**config.mk**
```make
export PLATFORM = sky130hd
export DESIGN_NAME = ula_seq
export DESIGN_NICKNAME = d
export VERILOG_FILES = /design/src/rtl/ula_seq.sv
export SDC_FILE = /design/constraint.sdc
export NUM_CORES = 1
export LEC_CHECK = 0
export CAP_MARGIN = 20
export CORE_MARGIN = 3
export CORE_UTILIZATION = 38
export DETAILED_ROUTE_END_ITERATION = 8
export GPL_TIMING_DRIVEN = 0
export PLACE_DENSITY = 0.77
export SLEW_MARGIN = 25
export SYNTH_ARGS = -nofsm -noshare
export SYNTH_HDL_FRONTEND = slang
export SYNTH_SLANG_ARGS = --single-unit
```
**constraint.sdc**
```tcl
create_clock -name clk -period 5.78 [get_ports clk]
set_input_delay 1.156 -clock clk [delete_from_list [all_inputs] [get_ports clk]]
set_output_delay 1.156 -clock clk [all_outputs]
set_load 0.05 [all_outputs]
```
**src/rtl/ula_seq.sv**
```systemverilog
// ula_seq: command/response sequencer in front of a combinational 32-bit ULA.
// Registers operands and function, holds them for SETTLE_CYCLES edges so the
// ripple-carry path can settle, then captures R/pinV into a response.
// A saturating counter tracks how many captured results overflowed.
//
// Optional build macro ULA_SEQ_ACC_EN adds the cmd_acc input and a result
// accumulator that can replace operand A on accept.
module ula_seq #(
  parameter int unsigned SETTLE_CYCLES = 2,
  parameter int unsigned CNT_W         = 16
) (
  input  logic             clk,
  input  logic             rst,
  input  logic             cmd_valid,
  output logic             cmd_ready,
  input  logic [2:0]       cmd_func,
  input  logic [31:0]      cmd_a,
  input  logic [31:0]      cmd_b,
  output logic [31:0]      alu_a,
  output logic [31:0]      alu_b,
  output logic [2:0]       alu_func,
  input  logic [31:0]      alu_r,
  input  logic             alu_v,
  output logic             rsp_valid,
  input  logic             rsp_ready,
  output logic [31:0]      rsp_r,
  output logic             rsp_v,
  output logic             busy,
  output logic [CNT_W-1:0] ovf_count
`ifdef ULA_SEQ_ACC_EN
  ,
  input  logic             cmd_acc
`endif
);

  localparam int unsigned DATA_W = 32;
  localparam int unsigned FUNC_W = 3;
  localparam int unsigned WAIT_W = 4;

  typedef enum logic [1:0] {
    IDLE   = 2'd0,
    SETTLE = 2'd1,
    RESP   = 2'd2
  } state_t;

  state_t              state;
  logic [WAIT_W-1:0]   cnt;
  logic                accept;
  logic [DATA_W-1:0]   load_a;
  logic                ovf_sat;

`ifdef ULA_SEQ_ACC_EN
  logic [DATA_W-1:0]   acc;
`endif

  // Handshake readiness: free in IDLE, or in RESP when the response drains this cycle
  always_comb begin
    cmd_ready = 1'b0;
    if (state == IDLE) begin
      cmd_ready = 1'b1;
    end else if (state == RESP) begin
      cmd_ready = rsp_ready;
    end
  end

  assign accept  = cmd_valid & cmd_ready;
  assign ovf_sat = (ovf_count == {CNT_W{1'b1}});

  // Operand A source: the command operand, or the last captured result when chaining
  always_comb begin
    load_a = cmd_a;
`ifdef ULA_SEQ_ACC_EN
    if (cmd_acc) begin
      load_a = acc;
    end
`endif
  end

  // Sequencer state, ULA operand registers, response capture and overflow count
  always_ff @(posedge clk) begin
    if (rst) begin
      state     <= IDLE;
      cnt       <= '0;
      alu_a     <= '0;
      alu_b     <= '0;
      alu_func  <= '0;
      rsp_r     <= '0;
      rsp_v     <= 1'b0;
      rsp_valid <= 1'b0;
      busy      <= 1'b0;
      ovf_count <= '0;
`ifdef ULA_SEQ_ACC_EN
      acc       <= '0;
`endif
    end else begin
      case (state)
        IDLE: begin
          if (accept) begin
            alu_a    <= load_a;
            alu_b    <= cmd_b;
            alu_func <= FUNC_W'(cmd_func);
            cnt      <= WAIT_W'(SETTLE_CYCLES - 1);
            state    <= SETTLE;
            busy     <= 1'b1;
          end
        end

        SETTLE: begin
          if (cnt != '0) begin
            cnt <= cnt - WAIT_W'(1);
          end else begin
            // Inputs have been stable for the full window; sample the ULA
            rsp_r     <= alu_r;
            rsp_v     <= alu_v;
            rsp_valid <= 1'b1;
            state     <= RESP;
`ifdef ULA_SEQ_ACC_EN
            acc       <= alu_r;
`endif
            if (alu_v && !ovf_sat) begin
              ovf_count <= ovf_count + CNT_W'(1);
            end
          end
        end

        RESP: begin
          if (rsp_ready) begin
            rsp_valid <= 1'b0;
            if (accept) begin
              // Back-to-back: response drains and next command loads on the same edge
              alu_a    <= load_a;
              alu_b    <= cmd_b;
              alu_func <= FUNC_W'(cmd_func);
              cnt      <= WAIT_W'(SETTLE_CYCLES - 1);
              state    <= SETTLE;
            end else begin
              state <= IDLE;
              busy  <= 1'b0;
            end
          end
        end

        default: begin
          state     <= IDLE;
          rsp_valid <= 1'b0;
          busy      <= 1'b0;
        end
      endcase
    end
  end

endmodule

```
==> flow_metrics.tcl, run 1 <==
set metrics [dict create \
    postSynthCellCount 582 \
    status "complete, no violations" \
    irDropWorstVdd_v 0.0002045 \
    slew_headroom 0.5870 \
    start_util 0.3981 \
    yosys_warnings 0 \
    synthMuxAreaShare 0.004850 \
    synth-simple-area-share 0.2541 \
    fin_crit_ns 3.829 \
    place_inst 946 \
    num_rows 39 \
    final_layout_size_suffix_gt1_frac 0.05269 \
    clk_pin_slew_ns 0.05 \
    grt_pass1_vias 4860 \
    final_core_util 0.6568 \
    fmax_mhz 261.1 \
    h-tree-depth 4 \
    ys_types 38 \
    drt-initial-drc-count 416 \
    clk_latency_ns 0.42 \
    syn_nets 688 \
    totalWireLength_um 14770 \
    overflow 0 \
    total_leakage_power_nw 2.767 \
    endpoint_kind "output pin" \
    synthesis.area_um2 4643 \
    ant_nets 0 \
    fin_tns_setup_ns 0 \
    holdBufCountCts 0 \
    layout_common_cells "clkdlybuf4s50_1, nand2_1, dfxtp_1" \
    finClkSkew_ns 0.004053 \
    antennaDiodeCount 0 \
    r2r-start "cnt[0]" \
    io_buffers 221 \
    multiInputGateArea_um2 1978 \
    min_path_type "register to register" \
    rsz0062_at_grt "false" \
    synth_xor_area_frac 0 \
    avgViaCountPerCell 5.056 \
    report.final.slew_viol_count 0 \
    cts_tree "done" \
    ys_seq_area_frac 0.5346 \
    ioPinCount 223 \
    synth_edf_count 0 \
    cts_sinks 124 \
    gp_congestion 0.8339 \
    cts_max_path_buffers 2 \
    syn_area_per_cell_um2 7.978 \
    reg2reg_slack_ns 3.60 \
    post_cts_buffers 0 \
    die_y_um 116.5 \
    grt_max_degree 17 \
    drtPass1Iterations 6 \
    num-nets-final 928 \
    grt_pass1_wl_um 22690 \
    synth-compound-area-share 0.1617 \
    die-area_um2 13580 \
    cts_made_buffers 17 \
    crit_fanout 4 \
    hold_viol_final 0 \
    ctsResizeCount 0 \
    regArea_um2 2482 \
    die_x_um 116.5 \
    postSynth.asyncResetShare 0 \
    critPathKind "input port to output pin" \
    cp-start-kind "input port" \
    instances_no_fill 978 \
    hpwl_um 10980 \
    grt_antenna_before_repair 0 \
    num_vias 4945 \
    synth-seq-cells 124 \
    core_um2 11660 \
    powerDensity_nw_per_um2 332.5 \
    synth_top_family_by_area "simple AND/OR/NAND/NOR gates" \
    mostFrequentLayoutCell "clkdlybuf4s50_1" \
    ys.flop_type "dfxtp_1" \
    setup_viol 0 \
    startpoint "rsp_ready" \
    period_share 0.6625 \
    tightestPinTransition_ns 0.6148 \
    detail_route.wl_per_cell_um 15.10 \
    drc_errors 0 \
    synthAdderAreaFrac 0.005389 \
    min_from "alu_b[30]" \
    critPathRequiredTime_ns 4.62 \
    nFillCells 954 \
    grt_usage 0.2131 \
    arrival_ns 2.67 \
    synthToLayoutAreaGrowth_pct 64.97 \
    maxCapViolations 0 \
    cts-root-buf "clkbuf_16" \
]
-- path summary, 6_finish.rpt --
| kind | to | depth (start not counted) |
|---|---|---|
| max | cmd_ready | 4 |
| max reg2reg | ovf_count[15] | 6 |
| min | alu_b[30] | 2 |
| min reg2reg | alu_b[30] | 2 |
-- Yosys cell counts (2+ instances only) --
| cell type | n | area (um^2) |
|---|---|---|
| nand4_1 | 5 | 31.28 |
| o21ai_1 | 2 | 10.01 |
| clkbuf_1 | 32 | 120.1 |
| dfxtp_1 | 124 | 2482 |
| a21oi_1 | 119 | 595.6 |
| nand2_1 | 204 | 765.7 |
| o31ai_1 | 11 | 82.58 |
| and3_1 | 3 | 18.77 |
| ha_1 | 2 | 25.02 |
| nand3_1 | 5 | 25.02 |
| buf_2 | 8 | 40.04 |
| nor3_1 | 3 | 15.01 |
| and4_1 | 2 | 17.52 |
| inv_1 | 6 | 22.52 |
| or4_1 | 12 | 90.09 |
| or3_1 | 4 | 25.02 |
| nor2b_1 | 5 | 31.28 |
| mux2_1 | 2 | 22.52 |
| o21ai_0 | 3 | 15.01 |
| nor2_1 | 12 | 45.04 |
-- kinds of logic (layout without fill, tap and decap cells) --
kind of cell             after synthesis  in the layout
AO/OA/AOI/OAI                        141            141
multiplexers                           2              2
adder cells (fa/ha/maj)                2              2
AND/OR/NAND/NOR                      267            267
buffers and inverters                 46            299
flip-flops                           124            124
-- area by class of cell --
class,count,share of cell area
timing repair buffer,221,0.2888
sequential,124,0.3241
tap,143,0.02336
multi-input combinational,412,0.2582
buffer,40,0.02091
inverter,6,0.002940
clock inverter,12,0.02205
clock buffer,20,0.05962
-- layer usage --
metal	vias up	wire (um)	share of wire	GRT usage
met1	2274	5794	0.39	0.2350
li1	2442	-	-	-
met4	0	299	0.020	0.08486
met2	196	7267	0.49	0.3673
met5	-	0	0	0
met3	33	1409	0.095	0.08497
-- report_power, final --
part           internal, mW  switching, mW
combinational         0.187          0.310
clock                 0.740          0.376
sequential            0.906         0.0276
total                  1.83          0.713
-- worst max-delay path: stages --
cell,delay (ns)
clkdlybuf4s50_1,0.49
nor2b_1,0.09
nor2_1,0.10
clkdlybuf4s50_1,0.83
-- stage by stage --
stage | hold slack [ns] | setup slack, ns | instance area (um^2) | total power [mW]
2_1_floorplan | 0.4676 | 2.760 | 4643 | 1.239
3_3_place_gp | 0.4412 | 1.937 | 7034 | 1.438
3_5_place_dp | 0.4456 | 1.941 | 7034 | 1.448
4_1_cts | 0.4531 | 1.941 | 7660 | 2.564
5_1_grt | 0.4715 | 1.905 | 7660 | 2.645
6_report | 0.4510 | 1.951 | 7660 | 2.547
-- flip-flops by register name (all words and copies together), names as in the netlist --
name       cells
alu_a         32
alu_b         32
alu_func       3
busy           1
cnt            4
ovf_count     16
rsp_r         32
rsp_v          1
rsp_valid      1
state          2
Power figures use the tool's default switching activity.
==> run 2: changes to the inputs <==
==> constraint.sdc (replaced) <==
create_clock -name clk -period 4 [get_ports clk]
set_input_delay 0.8 -clock clk [delete_from_list [all_inputs] [get_ports clk]]
set_output_delay 0.8 -clock clk [all_outputs]
set_load 0.05 [all_outputs]
==> results of run 2 <==
Same layout as run 1 (identical final DEF). Status: complete, no violations.
Main changes from that run: setup slack after placement 1.941 ns -> 0.8734 ns; setup slack after layout 1.951 ns -> 0.8825 ns; register-to-register setup slack 3.60 ns -> 1.82 ns; total power 2.547 mW -> 3.680 mW; worst IR drop on VDD 0.0002045 V -> 0.0002955 V
==> run 3: changes to the inputs <==
==> constraint.sdc (replaced) <==
create_clock -name clk -period 3.15 [get_ports clk]
set_input_delay 0.63 -clock clk [delete_from_list [all_inputs] [get_ports clk]]
set_output_delay 0.63 -clock clk [all_outputs]
set_load 0.05 [all_outputs]
==> results of run 3 <==
Same layout as run 1 (identical final DEF). Status: complete, no violations.
Main changes from that run: setup slack after placement 1.941 ns -> 0.3531 ns; setup slack after layout 1.951 ns -> 0.3725 ns; register-to-register setup slack 3.60 ns -> 0.97 ns; total power 2.547 mW -> 4.673 mW; worst IR drop on VDD 0.0002045 V -> 0.0003752 V
